===== config.mk =====
export PLATFORM = sky130hd
export DESIGN_NAME = mux_arb_n_1_flat
export DESIGN_NICKNAME = d
export VERILOG_FILES = /design/src/rtl/mux_arb_n_1_if.sv /design/src/rtl/mux_arb_n_1.sv /design/src/flat_wrapper.sv
export SDC_FILE = /design/constraint.sdc
export NUM_CORES = 1
export LEC_CHECK = 0
export CORE_MARGIN = 2
export CORE_UTILIZATION = 34
export CTS_CLUSTER_DIAMETER = 150
export DETAILED_ROUTE_END_ITERATION = 10
export PLACE_DENSITY_LB_ADDON = 0.05
export SYNTH_ARGS = -nofsm -noshare
export SYNTH_HDL_FRONTEND = slang
export SYNTH_SLANG_ARGS = --single-unit

===== constraint.sdc =====
create_clock -name clk -period 2.1 [get_ports clk]
set_input_delay 0.42 -clock clk [delete_from_list [all_inputs] [get_ports clk]]
set_output_delay 0.42 -clock clk [all_outputs]
set_load 0.05 [all_outputs]

===== src/rtl/mux_arb_n_1_if.sv =====
// mux_arb_n_1_if: bundle of channel inputs, steering controls and the registered
// output handshake shared between the N-to-1 arbiter and whoever drives it.
interface mux_arb_n_1_if #(
  parameter int WIDTH  = 32,
  parameter int NUM_IN = 3,
  parameter int SEL_W  = 2
);
  logic [NUM_IN*WIDTH-1:0] in_data;
  logic [NUM_IN-1:0]       in_valid;
  logic [NUM_IN-1:0]       in_ready;
  logic                    mode;
  logic [SEL_W-1:0]        sel;
  logic [WIDTH-1:0]        out_data;
  logic [SEL_W-1:0]        out_src;
  logic                    out_valid;
  logic                    out_ready;

  // Producer/consumer side: drives channels, steering and output ready.
  modport master (
    output in_data, in_valid, mode, sel, out_ready,
    input  in_ready, out_data, out_src, out_valid
  );

  // Arbiter side.
  modport slave (
    input  in_data, in_valid, mode, sel, out_ready,
    output in_ready, out_data, out_src, out_valid
  );
endinterface


===== src/rtl/mux_arb_n_1.sv =====
// mux_arb_n_1: N-to-1 selector with a single output register. Either steered by
// 'sel' (out-of-range clamps to the last channel) or round-robin over valid
// channels. One-cycle latency, full throughput, drain and load in one cycle.
module mux_arb_n_1 #(
  parameter int WIDTH  = 32,
  parameter int NUM_IN = 3,
  parameter int SEL_W  = 2
) (
  input  logic             clk,
  input  logic             rst,
  mux_arb_n_1_if.slave     bus
);

  localparam logic [SEL_W-1:0] LAST_IDX = SEL_W'(NUM_IN - 1);

  // Output register and round-robin pointer state
  logic [WIDTH-1:0]  out_data_q, out_data_d;
  logic [SEL_W-1:0]  out_src_q,  out_src_d;
  logic              out_valid_q, out_valid_d;
  logic [SEL_W-1:0]  ptr_q,      ptr_d;

  // Grant decision signals
  logic              can_load;
  logic [SEL_W-1:0]  eff_idx;
  logic [SEL_W-1:0]  rr_hi_idx, rr_lo_idx, rr_idx;
  logic              rr_hi_found, rr_lo_found, rr_found;
  logic [SEL_W-1:0]  grant_idx;
  logic              grant_ok;
  logic [NUM_IN-1:0] ready_vec;
  logic              accept;
  logic [WIDTH-1:0]  grant_word;

  // The register may take a new word when empty or when it is being drained now.
  always_comb begin
    can_load = !out_valid_q || bus.out_ready;
  end

  // Steered index: anything past the last channel clamps to the last channel.
  always_comb begin
    eff_idx = (bus.sel > LAST_IDX) ? LAST_IDX : bus.sel;
  end

  // Round-robin scan split into "at or above ptr" and "anywhere"; the descending
  // loop leaves the lowest matching index, so the wrap never visits unused indices.
  always_comb begin
    rr_hi_idx   = '0;
    rr_hi_found = 1'b0;
    rr_lo_idx   = '0;
    rr_lo_found = 1'b0;
    for (int i = NUM_IN - 1; i >= 0; i--) begin
      if (bus.in_valid[i]) begin
        rr_lo_idx   = SEL_W'(i);
        rr_lo_found = 1'b1;
        if (SEL_W'(i) >= ptr_q) begin
          rr_hi_idx   = SEL_W'(i);
          rr_hi_found = 1'b1;
        end
      end
    end
    rr_idx   = rr_hi_found ? rr_hi_idx : rr_lo_idx;
    rr_found = rr_lo_found;
  end

  // Pick the candidate channel according to the current mode.
  always_comb begin
    if (bus.mode) begin
      grant_idx = rr_idx;
      grant_ok  = rr_found;
    end else begin
      grant_idx = eff_idx;
      grant_ok  = 1'b1;
    end
  end

  // One-hot ready to the granted channel; held low while in reset.
  always_comb begin
    ready_vec = '0;
    for (int i = 0; i < NUM_IN; i++) begin
      ready_vec[i] = grant_ok && can_load && !rst && (grant_idx == SEL_W'(i));
    end
  end

  assign bus.in_ready = ready_vec;

  // Word of the granted channel and whether it is actually transferred.
  always_comb begin
    grant_word = '0;
    for (int i = 0; i < NUM_IN; i++) begin
      if (grant_idx == SEL_W'(i)) begin
        grant_word = bus.in_data[i*WIDTH +: WIDTH];
      end
    end
    accept = |(ready_vec & bus.in_valid);
  end

  // Next state: load on accept, empty on a drain with nothing new, else hold.
  always_comb begin
    out_data_d  = out_data_q;
    out_src_d   = out_src_q;
    out_valid_d = out_valid_q;
    ptr_d       = ptr_q;
    if (accept) begin
      out_data_d  = grant_word;
      out_src_d   = grant_idx;
      out_valid_d = 1'b1;
      if (bus.mode) begin
        ptr_d = (grant_idx == LAST_IDX) ? '0 : grant_idx + SEL_W'(1);
      end
    end else if (out_valid_q && bus.out_ready) begin
      out_valid_d = 1'b0;
    end
  end

  // State registers with asynchronous clear.
  always_ff @(posedge clk or posedge rst) begin
    if (rst) begin
      out_data_q  <= '0;
      out_src_q   <= '0;
      out_valid_q <= 1'b0;
      ptr_q       <= '0;
    end else begin
      out_data_q  <= out_data_d;
      out_src_q   <= out_src_d;
      out_valid_q <= out_valid_d;
      ptr_q       <= ptr_d;
    end
  end

  assign bus.out_data  = out_data_q;
  assign bus.out_src   = out_src_q;
  assign bus.out_valid = out_valid_q;

endmodule


===== src/flat_wrapper.sv =====
// flat-port wrapper written by rule: the top's interface ports become plain ports
module mux_arb_n_1_flat 
#(
  parameter int WIDTH  = 32,
  parameter int NUM_IN = 3,
  parameter int SEL_W  = 2
)
  (clk, rst, bus_in_data, bus_in_valid, bus_mode, bus_sel, bus_out_ready, bus_in_ready, bus_out_data, bus_out_src, bus_out_valid);
  mux_arb_n_1_if #(.WIDTH(WIDTH), .NUM_IN(NUM_IN), .SEL_W(SEL_W)) bus_i ();
  input  logic clk;
  input  logic rst;
  input wire logic [$bits(bus_i.in_data)-1:0] bus_in_data;
  input wire logic [$bits(bus_i.in_valid)-1:0] bus_in_valid;
  input wire logic [$bits(bus_i.mode)-1:0] bus_mode;
  input wire logic [$bits(bus_i.sel)-1:0] bus_sel;
  input wire logic [$bits(bus_i.out_ready)-1:0] bus_out_ready;
  output wire logic [$bits(bus_i.in_ready)-1:0] bus_in_ready;
  output wire logic [$bits(bus_i.out_data)-1:0] bus_out_data;
  output wire logic [$bits(bus_i.out_src)-1:0] bus_out_src;
  output wire logic [$bits(bus_i.out_valid)-1:0] bus_out_valid;
  assign bus_i.in_data = bus_in_data;
  assign bus_i.in_valid = bus_in_valid;
  assign bus_i.mode = bus_mode;
  assign bus_i.sel = bus_sel;
  assign bus_i.out_ready = bus_out_ready;
  assign bus_in_ready = bus_i.in_ready;
  assign bus_out_data = bus_i.out_data;
  assign bus_out_src = bus_i.out_src;
  assign bus_out_valid = bus_i.out_valid;
  mux_arb_n_1 #(.WIDTH(WIDTH), .NUM_IN(NUM_IN), .SEL_W(SEL_W)) u_core (.clk(clk), .rst(rst), .bus(bus_i));
endmodule

==> flow_summary.ini, run 1 <==
[min_path]
min_from = u_core.bus.out_data[22]
whs_path_depth = 1
worstHoldEndpoint = u_core.bus.out_data[22]
hold_path.class = reg -> reg

[setup_path]
reg2reg_to = u_core.bus.out_data[22]
rr_worst_depth = 8
critPathArrivalTime_ns = 2.27
critPathKind = reg -> reg
critPathLaunchType = flip-flop
worstSetupEndpointType = flip-flop
rrSetupSlack_ns = 0.01
worstPathRequired_ns = 2.28
cp_max_fo = 10
reg2reg_from = u_core.ptr_q[1]

[power_and_ir_drop]
ir_drop_mv = 0.556
power.density_nw_per_um2 = 1010
design_power_total_uw = 4480
p_leak_uw = 0.00180

[clocking]
clock_sinks = 37
cts_tree = built
clock_path_buffers = 2
root_buffer = clkbuf_8
cts_hold_buf = 0
cts_buffers = 5
htreeDepth = 2
clk_pin_slew_ns = 0.08
clock_latency_ns = 0.29

[route]
via_per_inst = 5.17
ant_nets = 0
first_pass_iters = 5
route.vias.total = 2616
drc = 0
wl_microns = 8540
wire_per_inst_microns = 16.9
drtIter0Drc = 155

[synthesis]
ys_seq_area_share_pct = 38.4
syn_avg_cell_area_sq_um = 10.1
syn-cell-area_sq_um = 2410
yosysWarnings = 0
yosys_register_bits = 37
synth_cell_types = 36
syn-instance-count = 239
synth_nets = 344

[sta]
period_share_pct = 99.3
hold_slack_ns = 0.512
setup_violations = 0
max_clock_freq_mhz = 479
clock-skew-final_ns = 0.00844
min_period_ns = 2.09
drv_slew = 0
worst_pin_slew_ns = 0.542
rsz0062_at_grt = yes
relSlewSlack_pct = 63.8
hold_viol = 0

[outcome]
status = finished, final reports clean

[floorplan]
pin_count = 143
die_h_microns = 88.2
initial_core_util_pct = 35.3
dieArea_sq_um = 7780
rows = 30
core_sq_um = 6830
die_x_microns = 88.2

[final_layout]
area_delta_synth_final_pct = 83.2
multi_input_area_sq_um = 1370
drive_above_1_share_pct = 24.1
fin_nets = 514
nFillCells = 569
diodes = 0
ff_latch_area_sq_um = 928

[placed_design]
hpwl_microns = 5990
port_buffers = 142
routabilityCongestion = 0.819

[global_routing]
grt_overflow_total = 0
grt_pass1_wl_microns = 13200
grt_pass1_vias = 2627
antenna_found_initial = 0
grt_max_degree = 38
grt_use_total_pct = 22.3

[flow_run]
drv_cap = 0
## routing by layer
layer / global-route usage [%] / vias up / routed length, microns
met5: 0 / - / 0
met1: 28.8 / 1250 / 3700
li1: - / 1248 / -
met4: 6.89 / 0 / 131
met2: 36.9 / 107 / 4120
met3: 5.18 / 11 / 581
## critical path, cell delays in order, from the launching register on
cell and delay [ns]:
dfrtp_2 0.45, nand2b_4 0.17, a211oi_4 0.25, buf_4 0.15, buf_4 0.10, o21ai_2 0.08, a31oi_4 0.22, buf_8 0.19
mux2_2 0.34
## repair_timing
item,in CTS,in global routing
setup buffers,9,3
resized for setup,18,12
setup endpoints to repair,35,35
cloned,1,0
pin swaps,7,5
## flip-flops by register name (all words and copies together), names as in the netlist
signal and cells:
u_core.bus.out_valid 1, u_core.bus.out_data 32, u_core.ptr_q 2, u_core.bus.out_src 2
## cells by family (layout without fill, tap and decap cells)
family | after synthesis | in the layout | synth area share [%]
compound gates | 91 | 91 | 25.6
simple gates | 45 | 45 | 10.2
flops | 37 | 37 | 38.4
mux | 33 | 33 | 18.0
buf+inv | 33 | 204 | 7.84
## cell type report
| class | instances | share of cell area, % |
|---|---|---|
| clock buffer | 7 | 1.96 |
| clock inverter | 1 | 0.680 |
| inverter | 14 | 1.19 |
| multi-input combinational | 169 | 30.9 |
| sequential | 37 | 21.0 |
| tap | 96 | 2.72 |
| timing repair buffer | 182 | 41.5 |
## power breakdown
group          leakage [uW]  internal (uW)  switching, uW
logic               0.00131           1140           1520
clock network     0.0000585            388            265
registers          0.000440            992            172
total               0.00180           2520           1950
## synthesized netlist by cell type, drive strengths merged
| cell | count | share of area, % |
|---|---|---|
| mux2 | 25 | 15 |
| o22ai | 1 | 0.26 |
| o2bb2ai | 2 | 0.73 |
| a211oi | 1 | 0.31 |
| or3 | 3 | 0.93 |
| clkbuf | 12 | 1.9 |
| or3b | 1 | 0.47 |
| o221a | 3 | 1.4 |
| buf | 6 | 3.3 |
| o21ai | 45 | 9.3 |
| inv | 14 | 2.2 |
| or2 | 1 | 0.26 |
| nand2 | 5 | 0.78 |
| a31oi | 2 | 1.4 |
| nor2 | 7 | 1.1 |
| o21a | 1 | 0.31 |
| o211ai | 21 | 6.5 |
| dfrtp | 37 | 38 |
| nor3b | 1 | 0.31 |
| dlymetal6s2s | 1 | 0.52 |
| nor3 | 2 | 0.42 |
| a211o | 1 | 0.36 |
| nand3 | 21 | 4.4 |
| nand3b | 2 | 0.62 |
| nand2b | 1 | 0.57 |
| o2111a | 1 | 0.47 |
| a21oi | 4 | 0.83 |
| a21o | 1 | 0.31 |
| a222oi | 8 | 3.3 |
| nand4b | 1 | 0.36 |
| mux2i | 8 | 3.3 |
## cells in the final DEF, fill, tap and decap left out, types with 7 or more instances in the layout
cell	Yosys	routed
inv_1	14	13
o211ai_1	21	21
a222oi_1	8	8
dfrtp_1	37	35
nand3_1	21	21
buf_12	2	7
o21ai_0	44	43
mux2_4	19	20
buf_4	0	29
clkdlybuf4s50_1	0	134
mux2i_1	8	8
## how the worst max path moves through the flow
| stage | to | slack (ns) | startpoint |
|---|---|---|---|
| after floorplan | u_core.bus.out_data[10] | 0.002 | bus_mode |
| after global placement | u_core.bus.out_data[24] | -0.41 | bus_mode |
| after detailed placement | u_core.bus.out_data[25] | -0.44 | bus_mode |
| after CTS | bus_in_ready[2] | -0.01 | u_core.ptr_q[1] |
| after global routing | u_core.bus.out_data[16] | -0.03 | u_core.ptr_q[1] |
| final | u_core.bus.out_data[22] | 0.01 | u_core.ptr_q[1] |
## per-stage QoR
stage | setup WS, ns | util, % | cell area [sq um] | cells | setup TNS, ns
4_1_cts | -0.00973 | 64.4 | 4400 | 505 | -0.0194
3_3_place_gp | -0.414 | 60.7 | 4150 | 487 | -13.53
3_5_place_dp | -0.439 | 60.7 | 4150 | 487 | -14.41
6_report | 0.0141 | 64.6 | 4410 | 506 | 0
2_1_floorplan | 0.00238 | - | 2420 | 239 | 0
5_1_grt | -0.0329 | 64.6 | 4410 | 506 | -0.373
Note: power is estimated with default switching activity, not from simulation.
==> run 2: changes to the inputs <==
CORE_UTILIZATION = 25   (was 34)
SLEW_MARGIN = 40   (was not set)
==> flow_summary.ini, run 2 (same netlist as run 1, synthesis figures left out) <==
[outcome]
status = finished, final reports clean

[clocking]
clock_sinks = 37
clk_pin_slew_ns = 0.09
cts_buffers = 5
cts_tree = built
clock_path_buffers = 2
cts_hold_buf = 0
root_buffer = clkbuf_8
clock_latency_ns = 0.29
htreeDepth = 2

[power_and_ir_drop]
p_leak_uw = 0.00183
power.density_nw_per_um2 = 965
ir_drop_mv = 0.368
design_power_total_uw = 4320

[setup_path]
critPathArrivalTime_ns = 2.22
rrSetupSlack_ns = 0.05
rr_worst_depth = 7
worstSetupEndpointType = flip-flop
worstPathRequired_ns = 2.28
critical_path.startpoint = u_core.ptr_q[0]
critPathKind = reg -> reg
reg2reg_from = u_core.ptr_q[0]
reg2reg_to = u_core.bus.out_data[25]
critPathLaunchType = flip-flop
crit_end = u_core.bus.out_data[25]
cp_max_fo = 17

[placed_design]
port_buffers = 142
hpwl_microns = 6530
routabilityCongestion = 0.804

[route]
drc = 0
route.vias.total = 2597
first_pass_iters = 4
via_per_inst = 4.77
wire_per_inst_microns = 16.2
wl_microns = 8810
drtIter0Drc = 97
ant_nets = 0

[global_routing]
grt_pass1_wl_microns = 13800
grt_pass1_vias = 2756
grt_max_degree = 38
antenna_found_initial = 0
grt_overflow_total = 0
grt_use_total_pct = 17.1

[final_layout]
drive_above_1_share_pct = 25.2
final_common_cell = clkdlybuf4s50_1
area_delta_synth_final_pct = 85.6
largest_reg_flops = 32
layout_common_cells = clkdlybuf4s50_1 (133), o21ai_0 (42), buf_4 (36), dfrtp_1 (36)
fin_nets = 520
diodes = 0

[sta]
worst_pin_slew_ns = 0.545
period_share_pct = 97.5
tns_ns = 0
hold_viol = 0
relSlewSlack_pct = 63.5
clock-skew-final_ns = 0.0135
min_period_ns = 2.05
rsz0062_at_grt = yes
max_clock_freq_mhz = 488
setup_violations = 0
drv_slew = 0

[min_path]
hold_path.class = reg -> reg
min_from = u_core.bus.out_data[5]

[floorplan]
pin_count = 143
die_x_microns = 102
dieArea_sq_um = 10400
die_h_microns = 102
rows = 35
initial_core_util_pct = 26.0
core_sq_um = 9280

[flow_run]
drv_cap = 0
-- run 2: cell types whose count changed in the layout (fill, tap and decap cells not counted), moves of 2 or more --
cell             delta
buf_4               +7
dlygate4sd2_1       +2
buf_6               -3
o21ai_1             +2
clkdlybuf4s15_1     -2
clkinv_2            +2
buf_12              +3
-- run 2: worst max-delay path: stages (launching register included) --
cell,delay (ns)
dfrtp_1,0.41
buf_6,0.13
nand2b_4,0.07
a31oi_2,0.09
or3b_4,0.42
a31oi_4,0.26
buf_12,0.21
mux2_2,0.34
-- run 2: what timing repair did --
| action | CTS | global route |
|---|---|---|
| setup buffers | 2 | 8 |
| resized for setup | 16 | 6 |
| setup endpoints to repair | 35 | 27 |
| pin swaps | 5 | 4 |
-- run 2: layout make-up --
type / instances / area, sq um
clock buffer: 5 / 68.8
clock inverter: 3 / 17.5
fill: 907 / 4810
inverter: 14 / 52.6
multi-input combinational: 169 / 1360
sequential: 37 / 927
tap: 129 / 161
timing repair buffer: 188 / 1890
-- run 2: report_power, final --
group	switching (uW)	leakage [uW]	internal [uW]
combinational	1510	0.00134	1150
sequential	160	0.000440	990
clock	274	0.0000439	230
total	1950	0.00183	2370
-- run 2: worst min-delay path by stage --
stage                                    to  slack [ns]  cells after the start
floorplan             u_core.bus.out_src[0]        0.54                      1
global placement    u_core.bus.out_data[24]        0.49                      1
detailed placement   u_core.bus.out_data[2]        0.50                      1
CTS                  u_core.bus.out_data[2]        0.52                      1
global route        u_core.bus.out_data[10]        0.54                      1
finish               u_core.bus.out_data[5]        0.51                      1
-- run 2: stage by stage --
| stage | hold WS, ns | setup slack (ns) | cell area, sq um | utilization [%] | instances |
|---|---|---|---|---|---|
| after floorplan | 0.544 | 0.00238 | 2420 | - | 239 |
| after global placement | 0.492 | -0.451 | 4260 | 45.8 | 527 |
| after detailed placement | 0.498 | -0.525 | 4260 | 45.8 | 527 |
| after CTS | 0.519 | 0.00151 | 4390 | 47.3 | 537 |
| after global routing | 0.542 | -0.0238 | 4470 | 48.2 | 545 |
| final | 0.511 | 0.0521 | 4470 | 48.2 | 545 |
-- run 2: per-layer routing --
| layer | vias up | wire (microns) | share of wire, % | GRT usage (%) |
|---|---|---|---|---|
| met5 | - | 0 | 0 | 0 |
| met4 | 0 | 67 | 0.76 | 3.69 |
| met3 | 4 | 644 | 7.3 | 4.72 |
| met2 | 99 | 4410 | 50 | 30.1 |
| met1 | 1239 | 3680 | 42 | 20.8 |
| li1 | 1255 | - | - | - |
